--- config.mk ---
export PLATFORM = sky130hd
export DESIGN_NAME = wbs_event_irq_ctrl
export DESIGN_NICKNAME = d
export VERILOG_FILES = /design/src/rtl/wbs_event_irq_ctrl.sv
export SDC_FILE = /design/constraint.sdc
export NUM_CORES = 1
export LEC_CHECK = 0
export CAP_MARGIN = 25
export CORE_ASPECT_RATIO = 0.75
export CORE_MARGIN = 8
export CORE_UTILIZATION = 45
export CTS_CLUSTER_SIZE = 16
export DETAILED_ROUTE_END_ITERATION = 16
export HOLD_SLACK_MARGIN = 0.03
export PLACE_DENSITY = 0.75
export SYNTH_ARGS = -nofsm -noshare
export SYNTH_HDL_FRONTEND = slang
export SYNTH_SLANG_ARGS = --single-unit
--- constraint.sdc ---
create_clock -name wb_clk_i -period 4 [get_ports wb_clk_i]
set_input_delay 0.6 -clock wb_clk_i [delete_from_list [all_inputs] [get_ports wb_clk_i]]
set_output_delay 0.6 -clock wb_clk_i [all_outputs]
set_load 0.05 [all_outputs]
--- src/rtl/wbs_event_irq_ctrl.sv ---
// Event/interrupt controller on the user-project Wishbone slave bus.
// Each event input gets edge capture into a sticky pending bit, a saturating
// edge counter, an enable mask and routing to any of the irq lines.
module wbs_event_irq_ctrl #(
    parameter int          NUM_EVT   = 8,
    parameter int          NUM_IRQ   = 3,
    parameter int          CNT_W     = 16,
    parameter logic [31:0] BASE_ADDR = 32'h3000_0100
) (
    input  logic               wb_clk_i,
    input  logic               wb_rst_i,
    input  logic               wbs_stb_i,
    input  logic               wbs_cyc_i,
    input  logic               wbs_we_i,
    input  logic [3:0]         wbs_sel_i,
    input  logic [31:0]        wbs_dat_i,
    input  logic [31:0]        wbs_adr_i,
    output logic               wbs_ack_o,
    output logic [31:0]        wbs_dat_o,
    input  logic [NUM_EVT-1:0] evt_i,
    output logic [NUM_IRQ-1:0] irq,
    output logic               evt_pending_o
);

    // Word indices (byte offset / 4) inside the register block.
    localparam logic [5:0] IDX_STATUS  = 6'd0;
    localparam logic [5:0] IDX_PENDING = 6'd1;
    localparam logic [5:0] IDX_ENABLE  = 6'd2;
    localparam logic [5:0] IDX_MODE    = 6'd3;
    localparam int         IDX_ROUTE   = 8;
    localparam int         IDX_COUNT   = 16;

    localparam logic [CNT_W-1:0] CNT_MAX = '1;

    logic               req;
    logic               hit;
    logic               wr_en;
    logic [5:0]         idx;
    logic [31:0]        byte_mask;
    logic [NUM_EVT-1:0] wmask;
    logic [NUM_EVT-1:0] wdata;
    logic [NUM_EVT-1:0] evt_prev;
    logic [NUM_EVT-1:0] evt_edge;
    logic [NUM_EVT-1:0] pending;
    logic [NUM_EVT-1:0] enable;
    logic [NUM_EVT-1:0] mode;
    logic [NUM_EVT-1:0] route [NUM_IRQ];
    logic [CNT_W-1:0]   count [NUM_EVT];
    logic [NUM_EVT-1:0] cnt_clr;
    logic [NUM_IRQ-1:0] route_wr;
    logic [31:0]        rdata;

    // Address bits [1:0] and data/mask bits above NUM_EVT carry no information.
    logic unused_bits;
    assign unused_bits = ^{wbs_dat_i, wbs_adr_i[1:0], byte_mask};

    // A request is only taken while no ack is outstanding, so each transfer
    // occupies two cycles and cannot be double-counted.
    assign req       = wbs_stb_i & wbs_cyc_i & ~wbs_ack_o;
    assign hit       = (wbs_adr_i[31:8] == BASE_ADDR[31:8]);
    assign idx       = wbs_adr_i[7:2];
    assign wr_en     = req & wbs_we_i & hit;
    assign byte_mask = {{8{wbs_sel_i[3]}}, {8{wbs_sel_i[2]}},
                        {8{wbs_sel_i[1]}}, {8{wbs_sel_i[0]}}};
    assign wmask     = byte_mask[NUM_EVT-1:0];
    assign wdata     = wbs_dat_i[NUM_EVT-1:0];

    // MODE selects falling (1) or rising (0) edge; the registered MODE is used,
    // so a MODE write lands after the edge decision of that same cycle.
    assign evt_edge = (mode & evt_prev & ~evt_i) | (~mode & ~evt_prev & evt_i);

    // Decode per-instance write strobes for the ROUTE and COUNT arrays.
    always_comb begin
        // NOTE: every output of a combinational block gets a default first so no latch is inferred.
        cnt_clr  = '0;
        route_wr = '0;
        for (int i = 0; i < NUM_EVT; i++)
            cnt_clr[i] = wr_en && (idx == 6'(IDX_COUNT + i)) && (wbs_sel_i != 4'b0000);
        for (int k = 0; k < NUM_IRQ; k++)
            route_wr[k] = wr_en && (idx == 6'(IDX_ROUTE + k));
    end

    // Read data mux; unmapped offsets and foreign addresses read as zero.
    always_comb begin
        rdata = '0;
        if (hit) begin
            case (idx)
                IDX_STATUS:  rdata = 32'(evt_i);
                IDX_PENDING: rdata = 32'(pending);
                IDX_ENABLE:  rdata = 32'(enable);
                IDX_MODE:    rdata = 32'(mode);
                default:     ;
            endcase
            for (int k = 0; k < NUM_IRQ; k++)
                if (idx == 6'(IDX_ROUTE + k)) rdata = 32'(route[k]);
            for (int i = 0; i < NUM_EVT; i++)
                if (idx == 6'(IDX_COUNT + i)) rdata = 32'(count[i]);
        end
    end

    // Wishbone ack pulse and read data, both valid only in the ack cycle.
    always_ff @(posedge wb_clk_i) begin
        // NOTE: sequential state uses non-blocking assignments so every register samples pre-edge values.
        if (wb_rst_i) begin
            wbs_ack_o <= 1'b0;
            wbs_dat_o <= '0;
        end else begin
            wbs_ack_o <= req;
            wbs_dat_o <= (req && !wbs_we_i) ? rdata : '0;
        end
    end

    // Edge history, sticky pending bits (set beats W1C) and RW control registers.
    always_ff @(posedge wb_clk_i) begin
        if (wb_rst_i) begin
            // evt_prev tracks the inputs during reset so held levels give no edge at release.
            evt_prev <= evt_i;
            pending  <= '0;
            enable   <= '0;
            mode     <= '0;
            // NOTE: ROUTE and COUNT are small flop arrays, not RAM, so they are reset like any register.
            for (int k = 0; k < NUM_IRQ; k++) route[k] <= '0;
        end else begin
            evt_prev <= evt_i;
            pending  <= (pending & ~((wr_en && idx == IDX_PENDING) ? (wdata & wmask) : '0))
                        | evt_edge;
            if (wr_en && idx == IDX_ENABLE) enable <= (enable & ~wmask) | (wdata & wmask);
            if (wr_en && idx == IDX_MODE)   mode   <= (mode & ~wmask) | (wdata & wmask);
            for (int k = 0; k < NUM_IRQ; k++)
                if (route_wr[k]) route[k] <= (route[k] & ~wmask) | (wdata & wmask);
        end
    end

    // Saturating edge counters; a clear coinciding with an edge leaves 1.
    always_ff @(posedge wb_clk_i) begin
        for (int i = 0; i < NUM_EVT; i++) begin
            if (wb_rst_i)
                count[i] <= '0;
            else if (cnt_clr[i])
                count[i] <= CNT_W'(evt_edge[i]);
            else if (evt_edge[i] && count[i] != CNT_MAX)
                count[i] <= count[i] + CNT_W'(1);
        end
    end

    // Registered irq lines and the global pending flag, one cycle behind PENDING.
    always_ff @(posedge wb_clk_i) begin
        if (wb_rst_i) begin
            irq           <= '0;
            evt_pending_o <= 1'b0;
        end else begin
            for (int k = 0; k < NUM_IRQ; k++)
                irq[k] <= |(pending & enable & route[k]);
            evt_pending_o <= |pending;
        end
    end

endmodule

After elaboration in Yosys (flattened, before gate mapping)
Memory sizes are Yosys's and may differ from the RTL's.
Index checks and enable logic that the tools add are counted.
{"block": "word_totals", "input_bits": 81, "word_cells": 234, "reg_bits": 69, "output_inout_bits": 37, "mem_bits_rw": 152, "n_memories": 2}
{"name": "count", "words": 8, "word_bits": 16, "rd": 8, "rd_clocked_by_memory_dff": 0, "wr": 8, "line": "48", "text": "logic [CNT_W-1:0] count [NUM_EVT];"}
{"name": "route", "words": 3, "word_bits": 8, "rd": 3, "rd_clocked_by_memory_dff": 0, "wr": 3, "line": "47", "text": "logic [NUM_EVT-1:0] route [NUM_IRQ];"}
{"block": "classes", "reduce_logical": 40, "bitwise": 53, "n_eq_ne": 23, "n_mux": 99, "add_sub_neg": 8}
{"operator": "two-way mux 16 bit", "n": 27}
{"operator": "adder 16 x 1 -> 16 bit, second input constant", "n": 8}
{"operator": "inequality test 16 bit, second input constant", "n": 8}
{"operator": "AND 8 bit", "n": 15}
{"operator": "two-way mux 1 bit", "n": 67}
{"operator": "bitwise OR 8 bit", "n": 7}
{"operator": "== test 6 x 5 -> 1 bit, second input constant", "n": 8}
{"operator": "inverter 8 bit", "n": 5}
{"operator": "two-way mux 8 bit", "n": 4}
{"operator": "one-hot mux 8 bit (4 select lines)", "n": 1}
{"operator": "OR reduction 8 bit", "n": 4}
{"operator": "logical AND 1 bit", "n": 31}
{"operator": "== test 24 x 22 -> 1 bit, second input constant", "n": 1}
{"operator": "bitwise OR 1 bit", "n": 19}
{"operator": "== test 6 x 4 -> 1 bit, second input constant", "n": 3}
{"operator": "OR reduction 14 bit", "n": 1}
{"operator": "== test 6 x 2 -> 1 bit, second input constant", "n": 2}
{"operator": "== test 6 x 1 -> 1 bit, second input constant", "n": 1}
{"operator": "logical NOT 6 bit", "n": 1}
{"operator": "AND 1 bit", "n": 4}
{"operator": "nonzero test 4 bit", "n": 1}
{"operator": "inverter 1 bit", "n": 3}
{"operator": "OR reduction 3 bit", "n": 1}
{"operator": "logical NOT 1 bit", "n": 1}

Depth between registers and ports, before layout
Gate-level depths: netlist of run 1.
{"block": "logic_depth", "depth_word": 13, "mapped_depth": 8, "mapped_depth_nobuf": 6}

Least setup slack after synthesis of run 1
Ideal clock, no wire load.
{"block": "synth_path", "path_type": "input to register", "startpoint": "input wbs_adr_i[7]", "endpoint": "memory count[0][0], enable pin", "setup_ps": 447, "slack_ps": 39, "path_buffers": 1, "t_arrival_ps": 3514, "required_ps": 3553, "cell_stages": 3, "path_cell_list": "or4b_2 -> clkbuf_1 -> o311ai_0"}
{"item": "start, declared", "line": "17", "text": "input logic [31:0] wbs_adr_i,"}
{"item": "end, declared", "line": "48"}

==> results of run 1 <==
==> routing by layer <==
layer	global-route usage, %	up-vias
li1	-	4226
met1	27.5	4429
met2	30.3	368
met3	3.24	68
met4	6.70	0
met5	0	-
==> synthesized netlist by cell type (16+ instances only) <==
cell type    n  area (sq um)
mux2i_1     25           250
o21ai_0     18          90.1
a21oi_2     20           175
xor2_1      72           631
nand2_1     84           315
edfxtp_1   152          4560
nor3_1      16          80.1
dfxtp_1     53          1060
xnor2_1     38           333
and3_1      26           163
mux4_2      24           541
a211oi_1    23           173
clkbuf_1    31           116
buf_4       17           128
nand2b_1    38           238
nand3_1     56           280
buf_2       16          80.1
a21oi_1     32           160
nand4_1     28           175
nor2_1     167           627
==> per-stage QoR <==
step | std cells | total power [W]
final | 1551 | 0.00491
after floorplan | 1130 | 0.00284
after CTS | 1551 | 0.00493
after global placement | 1513 | 0.00302
after global routing | 1551 | 0.00507
after detailed placement | 1513 | 0.00303
==> flip-flops by register name, summed over array words and instances, names as in the netlist, named ones only <==
name / flops
count: 128
wbs_ack_o: 1
evt_pending_o: 1
evt_prev: 8
route: 24
pending: 8
wbs_dat_o: 16
irq: 3
==> placed cells by master, fill, tap and decap left out, types with 7 or more instances in the layout <==
cell type / netlist / final
a211oi_1: 23 / 23
a21oi_1: 32 / 32
a21oi_2: 20 / 20
a32oi_1: 9 / 9
and2_1: 8 / 8
and3_1: 26 / 26
and4_1: 15 / 15
buf_4: 17 / 34
clkbuf_16: 0 / 22
clkdlybuf4s50_1: 0 / 73
conb_1: 1 / 16
dfxtp_1: 53 / 53
edfxtp_1: 152 / 152
ha_1: 8 / 8
inv_1: 10 / 10
mux2_2: 8 / 8
mux2i_1: 25 / 25
mux4_2: 24 / 24
nand2_1: 84 / 84
nand2b_1: 38 / 38
nand3_1: 56 / 56
nand4_1: 28 / 28
nor2_1: 167 / 167
nor2b_1: 14 / 14
nor3_1: 16 / 16
o21ai_0: 18 / 18
o221ai_1: 7 / 7
o22ai_1: 8 / 8
xnor2_1: 38 / 38
xor2_1: 72 / 72
==> area by class of cell <==
type | instances | area share (%)
repair buffers | 108 | 7.37
clock inverters | 6 | 0.233
well taps | 344 | 3.20
multi-input cells | 846 | 42.4
inverters | 10 | 0.279
flip-flops and latches | 205 | 41.9
clock buffers | 32 | 4.64
==> worst paths after layout <==
path	startpoint	end	cells past startpoint
worst max-delay path	wbs_adr_i[7]	count[0][43]	7
worst min-delay path	flip-flop	flip-flop	2
worst max register to register	count[1][16]	count[1][22]	7
worst min register to register	flip-flop	flip-flop	2
==> worst max-delay path: stages <==
cell and delay (ns):
clkdlybuf4s50_1 0.50, or4b_2 0.90, nor2_1 0.16, nand4_1 0.37, nand2_1 0.21, nand3_1 0.12, buf_4 0.21
==> power groups by stage <==
stage,Combinational [W],Clock (W),Sequential (W)
after floorplan,0.000322,0,0.00251
after global placement,0.000469,0,0.00255
after global routing,0.000522,0.00202,0.00253
after detailed placement,0.000476,0,0.00255
final,0.000484,0.00192,0.00251
after CTS,0.000480,0.00194,0.00251
==> logic make-up after synthesis <==
| family | Yosys count | synth area share [%] |
|---|---|---|
| adder cells (fa/ha/maj) | 8 | 0.859 |
| flip-flops | 205 | 48.3 |
| multiplexers | 57 | 7.56 |
| AO/OA/AOI/OAI | 154 | 9.38 |
| XOR/XNOR | 110 | 8.27 |
| other | 1 | 0.0322 |
| buffers and inverters | 79 | 3.39 |
| AND/OR/NAND/NOR | 501 | 22.2 |
==> impl_metrics.ini, run 1 <==
[run_status]
outcome = finished, final reports clean

[sta]
fin_ws_ns = 1.22
finalHoldWorstSlack_ns = 0.506
clock_skew_ns = 0.0281
setup_viol = 0
hold_viol = 0
rsz0062_at_grt = false
maxSlewViolCount = 0
post-route-min-period_ns = 2.78
max_slew_margin_pct = 34.2
min_period_over_period_pct = 69.5
setup_tns_ns = 0
fmax_mhz = 360
worst_slew_pin_slew_ns = 0.979

[synth]
synth_area_sq_um = 11600
syn_avg_cell_area_sq_um = 10.4
async_reset_ff_share_pct = 0
ys.flop_type = edfxtp_1
yosysWarnings = 0
synth_edf_count = 152
ys_ff_latch = 205
yosysSeqAreaShare_pct = 48.3
syn_inst = 1115
synth_cell_types = 67

[global_routing]
grt_overflow = 0
grt_pass1_wl_mm = 49.4
antenna_found_initial = 0
grt_use_total_pct = 19.6
grt_max_degree = 45
grt_pass1_vias = 8671

[die]
boundaryPins = 118
die_x_um = 202
die_area_sq_um = 31300
placement_rows = 51
core_sq_um = 25700
fp.dieH_um = 155
start_util_pct = 45.3

[routing]
wl_met1_mm = 13.3
vias = 9091
highest_layer = met4
drt-initial-drc-count = 928
via_per_inst = 5.86
ant_nets = 0
drc_errors = 0
drt-pass1-iter-count = 5
avgRoutedWirePerCell_um = 20.2
routed_wl_mm = 31.3
route.met2.wl_mm = 14.4
route.met3.wl_mm = 2.61

[clock_network]
cts_buffer_depth = 3
cts_hold_buf = 0
clock-sinks = 205
cts_resized = 0
h-tree-depth = 1
clk_pin_slew_ns = 0.06
clk_latency_ns = 0.53
post_cts_buffers = 0
cts_made_buffers = 21
cts.root.buffer_cell = clkbuf_16
tritoncts = built

[finish]
register_area_sq_um = 5630
n_fill_cell = 2309
multi_input_area_sq_um = 5700
final_cell_area_sq_um = 13400
syn2layout_area_growth_pct = 15.3
n_antenna_cell = 0
utilization_pct = 52.3
layout-drive-gt1-share_pct = 11.8
nNetsFinal = 1281

[worst_setup_path]
end_kind = flip-flop
cp_max_fo = 11
reg2reg_slack_ns = 1.55
crit_type = primary input to flip-flop
cp.arrival_ns = 3.06
required_ns = 4.28
start_kind = primary input

[power]
power_frac_clock_pct = 39.0
p_leak_nw = 4.56
ir_drop_v = 0.000311
switching_share_pct = 25.3
p_int_w = 0.00367
p_switching_w = 0.00124
power_density_nw_per_um2 = 366
power_frac_comb_pct = 9.9
p_seq_share_pct = 51.1

[placed_design]
hpwl_mm = 23.0
port_buffers = 75
placed_cell_area_sq_um = 12800
post-place-ws_ns = 0.704
gp_congestion = 0.918

[flow_run]
drv_cap = 0

[worst_hold_path]
hold_path_class = flip-flop to flip-flop
Note: power is estimated with default switching activity, not from simulation.
==> run 2, diff against run 1 <==
clock period = 2.53 ns   (was 4 ns; I/O delays follow)
==> run 2 against run 1 <==
First-iteration DRC count rose by 6.7%; setup slack got worse by 0.95 ns; sequential share of layout area fell by 1.5 points; die area did not move; cell count rose by 3.4%; hold slack got worse by 0.11 ns; non-clock buffer count rose by 53; combinational power rose by 71%; flip-flop and latch count did not move; utilization rose by 2.0 points; cell area rose by 3.8%; sequential power rose by 58%; critical endpoint is now count[0][11]; largest cell class unchanged; largest power group unchanged; highest routed layer is now met5.
==> impl_metrics.ini, run 2 (same netlist as run 1, synthesis figures left out) <==
[sta]
clock_skew_ns = 0.0200
rsz0062_at_grt = false
fin_ws_ns = 0.269
worst_slew_pin_slew_ns = 0.721
hold_viol = 0
maxSlewViolCount = 0
max_slew_margin_pct = 51.5
setup_viol = 0
post-route-min-period_ns = 2.26
min_period_over_period_pct = 89.4
fmax_mhz = 442

[finish]
reg.largest.list = count x128, route x24, wbs_dat_o x16
n_antenna_cell = 0
layout-drive-gt1-share_pct = 15.6
layout_commonest_cell = nor2_1
layout_common_cells = nor2_1 (167), edfxtp_1 (152), nand2_1 (84), buf_4 (77), clkdlybuf4s50_1 (73)
nNetsFinal = 1334
n_fill_cell = 2213
syn2layout_area_growth_pct = 19.8
final_cell_count_no_fill = 1604
largest_reg_flops = 128
largest_register = count

[die]
boundaryPins = 118
core_sq_um = 25700
placement_rows = 51
die_area_sq_um = 31300
start_util_pct = 45.3
fp.dieH_um = 155
die_x_um = 202

[worst_setup_path]
crit_type = primary input to flip-flop
cp_top_family = buffers and inverters
slowest_stage = clkdlybuf4s50_1
max_stage_delay_ns = 0.42
required_ns = 2.74
cp_max_fo = 12
reg2reg_slack_ns = 0.35
crit_chain = clkdlybuf4s50_1 > nor4b_2 > and4_1 > buf_4 > nand3_2 > o311ai_2 > buf_4
cp.arrival_ns = 2.47
rr_startpoint = count[1][32]
end_kind = flip-flop
crit_cells = 7
start_kind = primary input
critPathBufInv = 3
r2r_end = count[1][37]
cp_common_cell = buf_4
r2r_cells = 7

[routing]
ant_nets = 0
drc_errors = 0
via_per_inst = 5.88
drt-pass1-iter-count = 5
drt-initial-drc-count = 990
avgRoutedWirePerCell_um = 19.8
routed_wl_mm = 31.8
vias = 9434

[clock_network]
clk_latency_ns = 0.52
h-tree-depth = 1
post_cts_buffers = 0
cts_resized = 0
cts_made_buffers = 21
tritoncts = built
cts_hold_buf = 0
cts_buffer_depth = 3
clock-sinks = 205
cts.root.buffer_cell = clkbuf_16
clk_pin_slew_ns = 0.07

[worst_hold_path]
min_to = evt_prev[3]
hold_path_startpoint = evt_i[3]
hold_depth = 1
hold_path_class = primary input to flip-flop

[power]
power_density_nw_per_um2 = 554
p_leak_nw = 4.85
ir_drop_v = 0.000485

[global_routing]
grt_overflow = 0
grt_pass1_vias = 9084
grt_pass1_wl_mm = 50.1
grt_max_degree = 40
antenna_found_initial = 1
grt_use_total_pct = 19.7

[run_status]
outcome = finished, final reports clean

[placed_design]
port_buffers = 75
hpwl_mm = 23.9
gp_congestion = 0.908
place_inst = 1566
post-place-ws_ns = -0.227

[flow_run]
drv_cap = 0
==> run 2: how the worst max path moves through the flow <==
stage,startpoint,to
2_1_floorplan,wbs_adr_i[7],count[0][0]
3_3_place_gp,wbs_adr_i[27],count[0][15]
3_5_place_dp,wbs_adr_i[27],count[0][3]
4_1_cts,wbs_adr_i[27],count[0][14]
5_1_grt,wbs_adr_i[9],count[0][11]
6_report,wbs_adr_i[9],count[0][11]
==> run 2: worst reg2reg max path: stages, from the launching register on <==
cell and delay, ns:
edfxtp_1 0.45, ha_1 0.29, nand2_1 0.14, or3_1 0.45, o21bai_1 0.23, a41o_1 0.18
buf_12 0.15, nor2_1 0.06
==> run 2: per-layer routing <==
metal	up-vias	global-route usage [%]	wire length [um]	part of all wire [%]
met4	2	6.21	1040	3.3
met1	4612	27.6	13600	43
li1	4334	-	-	-
met2	409	30.8	14500	46
met3	77	3.28	2600	8.2
met5	-	0	11	0.035
==> run 2: layout make-up <==
cell class                 instances  area, sq um  area share, %
clock buffer                      25          561           4.02
clock inverter                    13         72.6          0.520
inverter                          10         37.5          0.269
multi-input combinational        846         5710           40.9
sequential                       205         5630           40.3
tap                              344          430           3.08
timing repair buffer             161         1510           10.9
==> run 2: through the flow <==
stage / cell area (sq um) / total power, W / utilization (%) / hold slack (ns) / TNS (ns)
after CTS: 14000 / 0.00776 / 54.3 / 0.377 / 0
after global placement: 13300 / 0.00483 / 51.8 / 0.467 / -19.58
after detailed placement: 13300 / 0.00485 / 51.8 / 0.499 / -26.84
final: 14000 / 0.00772 / 54.3 / 0.398 / 0
after global routing: 14000 / 0.00797 / 54.3 / 0.404 / 0
after floorplan: 11700 / 0.00449 / - / 0.407 / -0.0745
==> run 2: power breakdown <==
group	switching (W)	internal [W]	total (W)	leakage, nW
Combinational	0.000456	0.000372	0.000828	2.51
Sequential	0.000197	0.00378	0.00397	2.03
Clock	0.00133	0.00159	0.00292	0.311
Total	0.00199	0.00574	0.00772	4.85
==> run 3, diff against run 2 <==
CAP_MARGIN = default   (was 25)
==> results of run 3 <==
Final layout, timing and power as in run 2 (identical DEF).
==> RTL edit: new RTL, config.mk and constraints of run 3 <==
Change the parameter `NUM_IRQ` from 3 to 6.
--- a/src/rtl/wbs_event_irq_ctrl.sv
+++ b/src/rtl/wbs_event_irq_ctrl.sv
@@ -4,5 +4,5 @@
 module wbs_event_irq_ctrl #(
     parameter int          NUM_EVT   = 8,
-    parameter int          NUM_IRQ   = 3,
+    parameter int          NUM_IRQ   = 6,
     parameter int          CNT_W     = 16,
     parameter logic [31:0] BASE_ADDR = 32'h3000_0100
Interface: changed (resized irq); port bits go from 118 to 121. No check against the original RTL was run, so the function may have changed too.
==> RTL edit against run 3 <==
Synthesized area increased by 13%; worst setup slack got worse by 0.21 ns; wire length increased by 28%; utilization increased by 1.4 points; sequential share of layout area decreased by 0.62 points; total power increased by 15%; die area increased by 12%; final cell count increased by 17%; largest cell class is now registers; clock skew decreased by 0.00079 ns; critical endpoint is now route[0][10]; sequential cell count increased by 27; critical path depth increased by 1; via count increased by 20%; cell area increased by 16%; largest power group unchanged; highest routed layer is now met4.
==> RTL edit: results (changes against run 3) <==
The flow ran to the end, and the final reports show no timing, DRC or antenna violations. Among all stages on the critical path, the largest delay is contributed by sky130_fd_sc_hd__nor4_1. The arithmetic-cell share of the synthesized area counting full adders, half adders and majority gates was 0.759% (-0.10 points).

The longest individual stage delay on the worst path came out at 0.67 ns (+0.25 ns). The count of non-filler cells in the finished layout came out at 1878 (+17%). Grouping stages by cell kind, the critical path spends the most delay in simple AND/OR/NAND/NOR gates.

The post-placement worst setup slack is -0.401 ns (-0.174 ns). Ranked by total cell area, the synthesized netlist is headed by sky130_fd_sc_hd__edfxtp_1 (40%), sky130_fd_sc_hd__dfxtp_1 (8.5%), sky130_fd_sc_hd__nor2_1 (5.0%). The global-route usage over all layers is 22.8% (+3.1 points). The static leakage power came out at 5.60 nW (+16%). The transition at the pin with the smallest max-transition slack is 0.717 ns (-0.00494 ns). The HPWL reported at the end of detailed placement is 30700 µm (+29%). The worst register-to-register path begins at count[0][36]. The clock network latency to the later pin of the worst-skew pair came out at 0.54 ns (+0.02 ns). The number of buffers inserted during clock tree synthesis is 24 (+14%). The highest fanout seen on the critical path is 8 (-4). The data arrival time at the worst-slack endpoint came out at 2.71 ns (+0.24 ns).

The final weighted congestion in routability-driven placement came out at 0.987 (+8.7%). The synthesized instance count came to 1292 (+16%). The number of placed instances, taps included was 1834 (+17%). The compound-cell area share of the yosys netlist came out at 13.2% (+3.8 points). The number of stages on the worst hold path is 2 (+1). The met3 wire length came out at 5340 µm (+110%). In the synthesized netlist, the cells that appear most often are sky130_fd_sc_hd__nor2_1 (177), sky130_fd_sc_hd__edfxtp_1 (176), sky130_fd_sc_hd__a21oi_1 (82), sky130_fd_sc_hd__nand2_1 (73), sky130_fd_sc_hd__xor2_1 (66). The worst register-to-register path ends at count[0][40]. The fill cell total of the finished layout is 2445 (+10%). The post-layout net count came out at 1557 (+17%).

The via count of the first global-routing pass came to 10700 (+17%). The number of distinct standard cells referenced by the synthesized netlist was 79 (+18%). The via-per-instance ratio is 6.02 (+2.3%). The wire length on met2 came out at 17100 µm (+18%). Signal routing reaches up to met4. The total wire length after detailed routing came out at 40500 µm (+28%). The number of DRC markers after the initial detailed-route iteration came to 1690 (+71%). In the final layout, the registers with the most flip-flops are count: 128 flops, route: 48 flops, wbs_dat_o: 16 flops.
## RTL edit: cell type report
| class | instances | area (µm²) | share of cell area [%] |
|---|---|---|---|
| clock inverter | 5 | 47.5 | 0.295 |
| timing repair buffer | 218 | 2040 | 12.7 |
| inverter | 22 | 82.6 | 0.512 |
| tap | 392 | 490 | 3.04 |
| sequential | 232 | 6410 | 39.7 |
| multi-input combinational | 970 | 6360 | 39.4 |
| clock buffer | 39 | 708 | 4.39 |
## RTL edit: routing by layer
metal | vias up | track usage, %
met5 | - | 0
li1 | 5101 | -
met1 | 5460 | 33.7
met2 | 678 | 33.2
met3 | 63 | 6.16
met4 | 0 | 4.26
## RTL edit: per-stage QoR
step	hold slack (ns)	total power, mW	area (µm²)	util (%)
2_1_floorplan	0.407	5.03	13300	-
5_1_grt	0.229	9.17	16100	55.7
4_1_cts	0.229	8.91	16100	55.7
3_3_place_gp	0.483	5.45	15400	53.1
3_5_place_dp	0.495	5.48	15400	53.1
6_report	0.222	8.91	16100	55.7
## RTL edit: how the worst max path moves through the flow
stage / from / end / slack, ns / depth (start not counted)
after global placement: wbs_adr_i[12] / route[0][21] / -0.42 / 8
after detailed placement: wbs_adr_i[12] / flop / -0.40 / 9
after global routing: wbs_adr_i[12] / count[0][24] / 0.02 / 9
final: wbs_adr_i[12] / route[0][10] / 0.06 / 8
after floorplan: wbs_adr_i[20] / route[0][10] / 0.03 / 5
after CTS: wbs_adr_i[12] / route[0][8] / 0.14 / 8
## RTL edit: power breakdown
part / switching [mW] / internal [mW] / total, mW
Combinational: 0.531 / 0.410 / 0.942
Clock: 1.46 / 2.01 / 3.47
Sequential: 0.216 / 4.28 / 4.49
